<file path="src/rtl/fir_pkg.sv">
// Shared FIR definitions: coefficient-controller FSM states and symmetric-tap helpers.
package fir_pkg;

  typedef enum logic [2:0] {
    IDLE  = 3'd0,
    LOAD  = 3'd1,
    CHECK = 3'd2,
    ARM   = 3'd3,
    SWAP  = 3'd4
  } fir_coef_state_e;

  // Unique coefficients of an odd-length symmetric filter (centre tap included).
  function automatic int unsigned num_unique(input int unsigned fir_length);
    return (fir_length - 1) / 2 + 1;
  endfunction

  // Index width able to hold 0..n (never zero bits, even for n == 1).
  function automatic int unsigned idx_width(input int unsigned n);
    return $clog2(n + 1);
  endfunction

endpackage

</file>
<file path="src/rtl/fir_coef_bank.sv">
// One coefficient bank: N x W register file with async clear, single write
// port and a flattened read port (entry k at bits [k*W +: W]).
module fir_coef_bank
  import fir_pkg::*;
#(
  parameter int unsigned N  = 26,
  parameter int unsigned W  = 16,
  parameter int unsigned AW = idx_width(N)
) (
  input  logic            i_clk,
  input  logic            i_rst_n,
  input  logic            i_we,
  input  logic [AW-1:0]   i_addr,
  input  logic [W-1:0]    i_data,
  output logic [N*W-1:0]  o_data
);

  logic [W-1:0] mem_q [N];

  // Storage: cleared by reset, one entry written per enabled cycle.
  always_ff @(posedge i_clk or negedge i_rst_n) begin
    if (!i_rst_n) begin
      for (int unsigned k = 0; k < N; k++) mem_q[k] <= '0;
    end else if (i_we) begin
      for (int unsigned k = 0; k < N; k++) begin
        if (i_addr == AW'(k)) mem_q[k] <= i_data;
      end
    end
  end

  // Flatten the register file onto the read port.
  always_comb begin
    o_data = '0;
    for (int unsigned k = 0; k < N; k++) o_data[k*W +: W] = mem_q[k];
  end

endmodule

</file>
<file path="src/rtl/fir_coef_ctrl.sv">
// Double-buffered runtime coefficient controller for the symmetric FIR.
// Loads the unique half of the coefficient set into the shadow bank over a
// valid/ready stream, then swaps banks on a sample strobe.
// Optional feature: define FIR_COEF_CHECKSUM_EN to require a trailing
// modulo-2^COEF_WIDTH checksum word that is verified before arming the swap.
module fir_coef_ctrl
  import fir_pkg::*;
#(
  parameter int unsigned FIR_LENGTH = 51,
  parameter int unsigned COEF_WIDTH = 16,
  localparam int unsigned NUM_UNIQUE = num_unique(FIR_LENGTH)
) (
  input  logic                             i_clk,
  input  logic                             i_rst_n,
  input  logic                             i_cfg_start,
  input  logic [COEF_WIDTH-1:0]            i_cfg_data,
  input  logic                             i_cfg_valid,
  output logic                             o_cfg_ready,
  input  logic                             i_sample_strobe,
  output logic [NUM_UNIQUE*COEF_WIDTH-1:0] o_coeffs,
  output logic                             o_bank_sel,
  output logic                             o_busy,
  output logic                             o_done,
  output logic                             o_err
);

  localparam int unsigned     IDX_W    = idx_width(NUM_UNIQUE);
  localparam logic [IDX_W-1:0] LAST_IDX = IDX_W'(NUM_UNIQUE - 1);

  fir_coef_state_e           state_q;
  logic [IDX_W-1:0]          idx_q;
  logic                      ready_q;
  logic                      bank_sel_q;
  logic                      busy_q;
  logic                      done_q;
  logic                      err_q;
`ifdef FIR_COEF_CHECKSUM_EN
  logic [COEF_WIDTH-1:0]     sum_q;
`endif

  logic                      restart;
  logic                      coef_beat;
  logic                      we0;
  logic                      we1;
  logic [NUM_UNIQUE*COEF_WIDTH-1:0] bank0_data;
  logic [NUM_UNIQUE*COEF_WIDTH-1:0] bank1_data;

  assign restart   = i_cfg_start &&
                     (state_q == LOAD || state_q == CHECK || state_q == ARM);
  assign coef_beat = (state_q == LOAD) && ready_q && i_cfg_valid && !i_cfg_start;

  // Shadow bank is always the one not currently selected.
  assign we0 = coef_beat &&  bank_sel_q;
  assign we1 = coef_beat && !bank_sel_q;

  fir_coef_bank #(
    .N  (NUM_UNIQUE),
    .W  (COEF_WIDTH),
    .AW (IDX_W)
  ) u_bank0 (
    .i_clk   (i_clk),
    .i_rst_n (i_rst_n),
    .i_we    (we0),
    .i_addr  (idx_q),
    .i_data  (i_cfg_data),
    .o_data  (bank0_data)
  );

  fir_coef_bank #(
    .N  (NUM_UNIQUE),
    .W  (COEF_WIDTH),
    .AW (IDX_W)
  ) u_bank1 (
    .i_clk   (i_clk),
    .i_rst_n (i_rst_n),
    .i_we    (we1),
    .i_addr  (idx_q),
    .i_data  (i_cfg_data),
    .o_data  (bank1_data)
  );

  // Load / arm / swap sequencing with registered handshake and status outputs.
  always_ff @(posedge i_clk or negedge i_rst_n) begin
    if (!i_rst_n) begin
      state_q    <= IDLE;
      idx_q      <= '0;
      ready_q    <= 1'b0;
      bank_sel_q <= 1'b0;
      busy_q     <= 1'b0;
      done_q     <= 1'b0;
      err_q      <= 1'b0;
`ifdef FIR_COEF_CHECKSUM_EN
      sum_q      <= '0;
`endif
    end else begin
      done_q <= 1'b0;
      err_q  <= 1'b0;
      if (restart) begin
        // A new start while busy abandons the shadow contents and reloads.
        err_q   <= 1'b1;
        idx_q   <= '0;
        state_q <= LOAD;
        ready_q <= 1'b1;
        busy_q  <= 1'b1;
`ifdef FIR_COEF_CHECKSUM_EN
        sum_q   <= '0;
`endif
      end else begin
        case (state_q)
          IDLE: begin
            if (i_cfg_start) begin
              state_q <= LOAD;
              idx_q   <= '0;
              ready_q <= 1'b1;
              busy_q  <= 1'b1;
`ifdef FIR_COEF_CHECKSUM_EN
              sum_q   <= '0;
`endif
            end
          end
          LOAD: begin
            if (ready_q && i_cfg_valid) begin
              idx_q <= idx_q + IDX_W'(1);
`ifdef FIR_COEF_CHECKSUM_EN
              sum_q <= sum_q + i_cfg_data;
`endif
              if (idx_q == LAST_IDX) begin
                idx_q <= '0;
`ifdef FIR_COEF_CHECKSUM_EN
                // Ready stays high: the checksum word is taken in CHECK.
                state_q <= CHECK;
`else
                state_q <= ARM;
                ready_q <= 1'b0;
`endif
              end
            end
          end
`ifdef FIR_COEF_CHECKSUM_EN
          CHECK: begin
            if (ready_q && i_cfg_valid) begin
              ready_q <= 1'b0;
              if (i_cfg_data == sum_q) begin
                state_q <= ARM;
              end else begin
                err_q   <= 1'b1;
                state_q <= IDLE;
                busy_q  <= 1'b0;
              end
            end
          end
`endif
          ARM: begin
            if (i_sample_strobe) state_q <= SWAP;
          end
          SWAP: begin
            bank_sel_q <= ~bank_sel_q;
            done_q     <= 1'b1;
            state_q    <= IDLE;
            busy_q     <= 1'b0;
          end
          default: begin
            state_q <= IDLE;
            ready_q <= 1'b0;
            busy_q  <= 1'b0;
          end
        endcase
      end
    end
  end

  assign o_coeffs    = bank_sel_q ? bank1_data : bank0_data;
  assign o_cfg_ready = ready_q;
  assign o_bank_sel  = bank_sel_q;
  assign o_busy      = busy_q;
  assign o_done      = done_q;
  assign o_err       = err_q;

endmodule
</file>
<file path="config.mk">
export PLATFORM = sky130hd
export DESIGN_NAME = fir_coef_ctrl
export DESIGN_NICKNAME = d
export VERILOG_FILES = /design/src/rtl/fir_pkg.sv /design/src/rtl/fir_coef_bank.sv /design/src/rtl/fir_coef_ctrl.sv
export SDC_FILE = /design/constraint.sdc
export NUM_CORES = 1
export LEC_CHECK = 0
export BUFFER_PORTS_ARGS = -buffer_cell sky130_fd_sc_hd__buf_2
export CAP_MARGIN = 30
export CORE_MARGIN = 4
export CORE_UTILIZATION = 58
export DETAILED_ROUTE_END_ITERATION = 16
export PLACE_DENSITY = 0.84
export SETUP_SLACK_MARGIN = 0.5
export SKIP_LAST_GASP = 1
export SYNTH_ARGS = -nofsm -noshare
export SYNTH_HDL_FRONTEND = slang
export SYNTH_HIERARCHICAL = 1
export SYNTH_SLANG_ARGS = --single-unit
</file>
<file path="constraint.sdc">
create_clock -name i_clk -period 2.77 [get_ports i_clk]
set_input_delay 0.4155 -clock i_clk [delete_from_list [all_inputs] [get_ports i_clk]]
set_output_delay 0.4155 -clock i_clk [all_outputs]
set_load 0.05 [all_outputs]
</file>
Word-level counts from Yosys, hierarchy flattened
Cells that the tools add are included.
{ "totals": {"reg_bits": 845, "latchBits": 0, "ram_bits": 0, "romBits": 0, "elab_cells": 192, "n_memories": 0} }
{ "classes": {"addsub": 1, "mul": 0, "div": 0, "order_cmp": 0, "eq_ne": 35, "n_shift": 0, "mux": 22, "bitwise_logic": 2, "reduce_logical": 73} }
{ "ops": {"columns": ["cell", "n"], "rows": [
  ["$mux 416", 1],
  ["$reduce_and 2->1", 54],
  ["$eq 5x5->1 const B", 10],
  ["$eq 5x4->1 const B", 8],
  ["$eq 5x3->1 const B", 4],
  ["$mux 5", 4],
  ["$mux 3", 5],
  ["$eq 5x2->1 const B", 2],
  ["$pmux 5 s2", 1],
  ["$pmux 3 s3", 1],
  ["$mux 1", 8],
  ["$reduce_and 4->1", 2],
  ["$logic_and 1x1->1", 7],
  ["$eq 3x2->1 const B", 2],
  ["$ne 3x2->1 const B", 2],
  ["$ne 3x3->1 const B", 2],
  ["$add 5x1->5 const B", 1],
  ["$eq 5x1->1 const B", 1],
  ["$logic_not 5->1", 1],
  ["$ne 2x1->1 const B", 2],
  ["$reduce_or 2->1", 2],
  ["$eq 3x1->1 const B", 1],
  ["$eq 3x3->1 const B", 1],
  ["$logic_not 3->1", 1],
  ["other kinds (7)", 10]
]} }

Depth between registers and ports, before layout
Gate-level depths: netlist (run 1).
{ "depth": {"depth_word": 6, "ltp_mapped": 10} }

Modules after synthesis
The synthesis (run 1) kept the hierarchy.
{ "by_module_without_submodules": {"columns": ["mod", "n_inst", "cells_each", "area_each_um2", "seq_area_each_um2"], "rows": [
  ["fir_coef_bank", 2, 939, 15632.5, 10410.0],
  ["fir_coef_ctrl", 1, 530, 5709.2, 325.3]
]} }

Least setup slack after synthesis (run 1)
Ideal clock, no wire load.
{ "synth_path": {"kind": "register to register", "start": "reg bank_sel_q (netlist: o_bank_sel)", "end": "reg u_bank0.mem_q (netlist bit u_bank0/o_data[62])", "setup_ns": 0.125, "t_arrival_ns": 2.691, "required_time_ns": 2.645, "path_slack_ns": -0.046, "stages_incl_launch_ff": 10, "n_path_buf": 5, "synth_period_minus_slack_ns": 2.816, "path_cell_list": "dfrtp_1 clkbuf_1 buf_2 buf_4 and3_1 nor4b_2 nor2b_1 buf_2 buf_4 mux2_2"} }
{ "synth_between": {"elab_chain_len": 2} }
{ "synth_lines": {"columns": ["element", "line_no", "text"], "rows": [
  ["start: declaration", "fir_coef_ctrl.sv:33", "logic bank_sel_q;"],
  ["start signal: assignment", "fir_coef_ctrl.sv:157", "bank_sel_q <= ~bank_sel_q;"],
  ["$logic_and 1x1->1", "fir_coef_ctrl.sv:53", "assign we0 = coef_beat && bank_sel_q;"],
  ["via we0", "fir_coef_ctrl.sv:43", "logic we0;"],
  ["$reduce_and 2->1 (no source line)", null, null],
  ["end signal: indexed assignment", "fir_coef_bank.sv:26", "if (i_addr == AW'(k)) mem_q[k] <= i_data;"],
  ["end: declaration", "fir_coef_bank.sv:18", "logic [W-1:0] mem_q [N];"]
]} }
The timed path passes the listed nets, and every way through them passes these cells.
A chain may end at the register's enable or synchronous reset.

Worst setup path after layout (run 1)
{ "layout_path": {"start": "reg bank_sel_q (netlist: o_bank_sel)", "end": "out o_coeffs[178]"} }
{ "layout_between": {"elab_chain_len": 1} }
{ "layout_lines": {"columns": ["element", "line_no", "text"], "rows": [
  ["$mux 416", "fir_coef_ctrl.sv:172", "assign o_coeffs = bank_sel_q ? bank1_data : bank0_data;"],
  ["end: declaration", "fir_coef_ctrl.sv:20", "output logic [NUM_UNIQUE*COEF_WIDTH-1:0] o_coeffs,"]
]} }
No other way between the ends.

==> summary.txt, run 1 <==
Top delay family on crit path -> buffers and inverters
RR Startpoint -> state_q[1]
HP Start -> i_cfg_start
Power Dens Cells -> 571 nW/um2
Area occupied by multi-input gates -> 15,800 um2
Routed WL -> 113 mm
Number of flops mapped to enable cells by yosys -> 0
Crit-path most repeated cell -> buf_12
CP Cell Sequence -> buf_12 > buf_12 > clkbuf_16 > mux2_1 > buf_6
Port Buffers -> 441
Hold slack -> 0.115 ns
Die area -> 67,900 um2
Antenna violations before repair -> 2
Maximum clock insertion buffer count -> 3
# H-tree levels -> 3
Yosys top cell by area -> dfrtp_1
Actual slew at the worst max-slew pin -> 1.05 ns
Crit path capture type -> output port
Post-route ant nets -> 0
Worst path max stage delay -> 0.56 ns
Fin worst setup slack -> 0.103 ns
Final GP Congestion -> 0.812
Final Hold Viols -> 0
Syn avg cell area -> 15.4 um2
Pleak -> 24.7 nW
Endpoints failing setup -> 0
Clock transition at the registers of the reported paths -> 0.06 ns
Congestion Overflow GR -> 0
Post-route cell area -> 47,500 um2
Largest net degree at the start of global routing -> 85
Pre-antenna DRT Iters -> 7
Clock sinks -> 845
Ranking of synthesized cells by area -> dfrtp_1 57%, mux2_2 25%, mux2_1 13%
Sequential cell area -> 21,200 um2
Avg WL per Cell -> 29.2 um
I/O pins -> 442
Tmin final -> 2.67 ns
Crit-path slowest cell -> dfrtp_4
Hold crit path type -> primary input to flop
Clock Latency Late Sink -> 0.63 ns
Unrepaired setup endpoints after global routing -> true
Syn Inst Count -> 2,408
Post-Syn Area -> 37,000 um2
Commonest cells post-synth -> 845 x dfrtp_1, 832 x mux2_2, 416 x mux2_1
Status -> completed
CORE AREA -> 63,100 um2
Fill cell count -> 3,525
Chip width -> 260 um
Max-slew violations -> 0
Post-synth ARST share -> 100%
Vias in the first global route -> 24.6k
Synth Register Bits -> 845
Final clock skew -> 0.0172 ns
GRT Util Overall -> 29.3%
DRT iter0 DRCs -> 1,528
Vias -> 23.4k
Crit path required time -> 2.35 ns
Overall power -> 0.0271 W
MaxCap Viol Count -> 0
F_max -> 0.375 GHz
CP max FO -> 9
DPL Wire Length -> 63.1 mm
Ys flop type -> dfrtp_1
Count leader, synth -> dfrtp_1
R2r setup slk -> 0.38 ns
First-pass GRT wire length -> 152 mm
Post-synthesis sequential area ratio -> 57.2%
Synth warnings -> 6
Total negative slack -> 0 ns
Final worst-path cycle share -> 96.3%
Placed Instance Area -> 40,800 um2
Clock Tree Root -> clkbuf_16
Worst Path Class, Setup -> flop to output port
TritonCTS clock tree -> built
Area delta synth->final -> 28.4%
DRC viols -> 0
Setup WS pre-CTS -> 0.254 ns
CTS Buf Count -> 86
Starting Density -> 58.6%
Startpoint types -> flop
Syn Nets -> 2,431
Setup crit start -> o_bank_sel
Routed vias/inst -> 6.06
NumNets Final -> 2,967
Row count -> 92
Peak VDD IR -> 0.718 mV
Arr. time, crit path -> 2.25 ns
Crit path buffers/inverters -> 4
Count of cell types in the netlist -> 39
Die height -> 260 um
Synth top area share -> 57.2%
Slew HR -> 29.8%
Layout cells sized above 1 -> 60.8%
[cell families (layout without fill, tap and decap cells)]
family          after synthesis  count (layout)  synth area share, %
simple gates                106             107                 1.73
mux                        1250            1250                 38.1
fa+ha+maj                     2               2               0.0677
flops                       845             845                 57.2
buf+inv                     193             795                 2.68
other cells                   0               1                    0
xor+xnor                      1               1               0.0237
compound gates               11              11                0.244
[worst min-delay path, stage by stage]
cell	delay, ns
buf_2	0.15
inv_1	0.08
nor3_1	0.05
[placed cells by master (no fill, tap or decap), drive strengths merged, types with 5 or more instances in the layout]
cell type and n:
and4bb 6, or3 5, dfrtp 845, nand2 29
inv 9, clkbuf 159, nor2 21, clkinv 15
buf 605, nand2b 6, nor2b 12, nand4b 7
mux2 1248
[path summary, 6_finish.rpt]
kind	endpoint	depth (start not counted)
max	o_coeffs[178]	5
min	o_err	3
max reg2reg	u_bank0/o_data[178]	7
min reg2reg	u_bank0/o_data[285]	1
max in group asynchronous	u_bank1/o_data[371]	4
min in group asynchronous	u_bank1/o_data[177]	2
[area by class of cell]
class / count / area share, %
diodes: 1 / 0.00527
clock buffers: 132 / 5.43
clock inverters: 23 / 0.506
inverters: 6 / 0.0475
multi-input cells: 1371 / 33.3
flip-flops and latches: 845 / 44.6
well taps: 846 / 2.23
repair buffers: 634 / 14.0
[what timing repair did]
item / in CTS / in global routing
pin swaps: 0 / 7
gates resized for setup: 167 / 930
setup endpoints to repair: 899 / 1032
cloned: 6 / 33
endpoints found under the hold margin: 50 / 0
buffers inserted: 7 / 33
hold buffers: 1 / 0
[metrics by stage]
step / utilization [%] / instances
2_1_floorplan: - / 2408
3_3_place_gp: 64.7 / 3621
3_5_place_dp: 64.7 / 3622
4_1_cts: 70.2 / 3791
5_1_grt: 75.2 / 3858
6_report: 75.2 / 3858
[state kept, by name, indices dropped and copies added, names as in the netlist]
signal,cells
idx_q,5
o_bank_sel,1
o_busy,1
o_cfg_ready,1
o_done,1
o_err,1
state_q,3
u_bank0/o_data,416
u_bank1/o_data,416
[report_power, final]
part	switching, W	leakage (nW)	internal, W
Combinational	0.000922	11.6	0.000824
Clock	0.00488	1.39	0.00678
Sequential	0.000495	11.6	0.0132
[routing by layer]
layer	share of wire (%)	global-route usage (%)	wire [um]
met3	7.0	6.46	7900
met5	0	0	0
met4	4.5	12.0	5040
met1	39	37.6	43700
met2	50	48.9	56100
No activity file was read; power rests on OpenSTA's default activity.
==> inputs of run 2 (changes only) <==
--- a/config.mk
+++ b/config.mk
@@ -7,10 +7,13 @@
 export LEC_CHECK = 0
 export BUFFER_PORTS_ARGS = -buffer_cell sky130_fd_sc_hd__buf_2
 export CAP_MARGIN = 30
+export CELL_PAD_IN_SITES_DETAIL_PLACEMENT = 1
+export CELL_PAD_IN_SITES_GLOBAL_PLACEMENT = 1
 export CORE_MARGIN = 4
-export CORE_UTILIZATION = 58
+export CORE_UTILIZATION = 49
+export CTS_BUF_LIST = sky130_fd_sc_hd__clkbuf_16
 export DETAILED_ROUTE_END_ITERATION = 16
-export PLACE_DENSITY = 0.84
+export PLACE_DENSITY = 0.85
 export SETUP_SLACK_MARGIN = 0.5
 export SKIP_LAST_GASP = 1
 export SYNTH_ARGS = -nofsm -noshare
==> summary.txt, run 2 (synthesis results as in run 1) <==
Worst Path Class, Setup -> flop to output port (unchanged)
Worst path max stage delay -> 0.55 ns (was 0.56 ns)
Antenna violations before repair -> 0 (was 2)
Endpoints failing setup -> 0 (unchanged)
Vias -> 22.6k (was 23.4k)
End point of the worst hold path -> state_q[2] (was o_err)
Startpoint types -> flop (unchanged)
Final worst-path cycle share -> 96.8% (was 96.3%)
Capturing point of the worst reg2reg path -> u_bank1/o_data[24] (was u_bank0/o_data[178])
DRC viols -> 0 (unchanged)
GRT Util Overall -> 28.2% (was 29.3%)
Die height -> 283 um (was 260 um)
Post-route ant nets -> 0 (unchanged)
Max-slew violations -> 0 (unchanged)
Clock Latency Late Sink -> 0.64 ns (was 0.63 ns)
Clock sinks -> 845 (unchanged)
Crit path depth -> 5 (unchanged)
Avg WL per Cell -> 29.6 um (was 29.2 um)
Top delay family on crit path -> buffers and inverters (unchanged)
Clock transition at the registers of the reported paths -> 0.07 ns (was 0.06 ns)
Final Hold Viols -> 0 (unchanged)
CP max FO -> 11 (was 9)
Crit-path most repeated cell -> buf_12 (unchanged)
Tmin final -> 2.68 ns (was 2.67 ns)
CORE AREA -> 74,600 um2 (was 63,100 um2)
Final GP Congestion -> 0.791 (was 0.812)
Fin cells -> 3,942 (was 3,858)
Total negative slack -> 0 ns (unchanged)
Power Dens Cells -> 594 nW/um2 (was 571 nW/um2)
Area delta synth->final -> 22.0% (was 28.4%)
Clock Tree Root -> clkbuf_16 (unchanged)
Hold slack -> 0.113 ns (was 0.115 ns)
Chip width -> 283 um (was 260 um)
Crit-path slowest cell -> dfrtp_4 (unchanged)
Vias in the first global route -> 25.7k (was 24.6k)
First-pass GRT wire length -> 169 mm (was 152 mm)
Unrepaired setup endpoints after global routing -> true (unchanged)
DRT iter0 DRCs -> 1,166 (was 1,528)
MaxCap Viol Count -> 0 (unchanged)
RR Startpoint -> state_q[1] (unchanged)
Slew HR -> 42.6% (was 29.8%)
CP Cell Sequence -> buf_16 > buf_12 > buf_12 > mux2_1 > buf_2 (was buf_12 > buf_12 > clkbuf_16 > mux2_1 > buf_6)
Hold crit path type -> primary input to flop (unchanged)
Largest net degree at the start of global routing -> 99 (was 85)
Hold Crit Depth -> 2 (was 3)
Layout cells sized above 1 -> 54.9% (was 60.8%)
Peak VDD IR -> 0.401 mV (was 0.718 mV)
Final clock skew -> 0.0204 ns (was 0.0172 ns)
Maximum clock insertion buffer count -> 3 (unchanged)
I/O pins -> 442 (unchanged)
Starting Density -> 49.6% (was 58.6%)
Pre-antenna DRT Iters -> 7 (unchanged)
DPL Wire Length -> 72.6 mm (was 63.1 mm)
Die area -> 79,900 um2 (was 67,900 um2)
Row count -> 100 (was 92)
Setup crit start -> o_bank_sel (unchanged)
Pleak -> 24.2 nW (was 24.7 nW)
Congestion Overflow GR -> 0 (unchanged)
# H-tree levels -> 3 (unchanged)
TritonCTS clock tree -> built (unchanged)
FF-to-FF path depth -> 6 (was 7)
NumNets Final -> 2,928 (was 2,967)
Status -> completed (unchanged)
Port Buffers -> 441 (unchanged)
Commonest non-fill, non-tap cell in the layout -> dfrtp_1 (unchanged)
DP Cell Count -> 3,747 (was 3,622)
Crit path required time -> 2.35 ns (about the same)
CTS Buf Count -> 89 (was 86)
F_max -> 0.373 GHz (was 0.375 GHz)
Arr. time, crit path -> 2.27 ns (was 2.25 ns)
Crit path capture type -> output port (unchanged)
Actual slew at the worst max-slew pin -> 0.861 ns (was 1.05 ns)
R2r setup slk -> 0.35 ns (was 0.38 ns)
Crit path buffers/inverters -> 4 (unchanged)
Most frequent cells in the layout -> 842 x dfrtp_1, 797 x mux2_2, 367 x mux2_1 (was 840 x dfrtp_1, 824 x mux2_2, 237 x mux2_1)
Routed WL -> 117 mm (was 113 mm)
Routed vias/inst -> 5.72 (was 6.06)
HP Start -> i_sample_strobe (was i_cfg_start)
[run 2: cell type report]
cell class,count,area [um2]
repair buffers,593,4690
flip-flops and latches,845,21200
clock buffers,90,2250
diodes,2,5.00
fillers,6780,29400
clock inverters,67,460
multi-input cells,1370,15300
inverters,6,22.5
well taps,969,1210
[run 2: worst max path at each step]
| stage | slack, ns | endpoint |
|---|---|---|
| 3_5_place_dp | 0.14 | u_bank0/o_data[59] |
| 2_1_floorplan | 0.34 | u_bank0/o_data[325] |
| 3_3_place_gp | 0.20 | u_bank1/o_data[62] |
| 6_report | 0.09 | o_coeffs[401] |
| 5_1_grt | 0.06 | o_coeffs[401] |
| 4_1_cts | 0.05 | o_coeffs[143] |
[run 2: per-layer routing]
layer / up-vias / global-route usage [%] / share of wire, %
li1: 9581 / - / -
met2: 598 / 49.5 / 52
met1: 12184 / 34.2 / 39
met5: - / 0 / 0
met4: 0 / 11.0 / 3.6
met3: 200 / 6.09 / 5.5
[run 2: timing repair]
item | CTS | global route
hold buffers | 1 | 0
setup endpoints to repair | 1249 | 1249
gates resized for setup | 8 | 443
pin swaps | 0 | 5
setup buffers | 7 | 20
cloned | 2 | 6
hold endpoints to repair | 45 | 0
[run 2: power breakdown]
part	leakage, nW	switching (W)	internal [W]
combinational	11.1	0.000956	0.000807
clock	1.42	0.00502	0.00635
sequential	11.6	0.000507	0.0132
[run 2: metrics by stage]
stage / instance area (um2) / utilization (%) / setup WS, ns / total power (W)
floorplan: 37400 / - / 0.336 / 0.0147
global placement: 41100 / 55.1 / 0.202 / 0.0153
detailed placement: 41100 / 55.1 / 0.143 / 0.0155
CTS: 43900 / 58.9 / 0.0501 / 0.0269
global route: 45100 / 60.5 / 0.0589 / 0.0278
finish: 45100 / 60.5 / 0.0881 / 0.0268
[run 2: worst register-to-register path: stages (launching register included)]
cell	delay, ns
dfrtp_1	0.39
and4b_2	0.37
nand2_4	0.08
nor2_4	0.21
nor4b_4	0.39
nand2_2	0.43
mux2_2	0.44
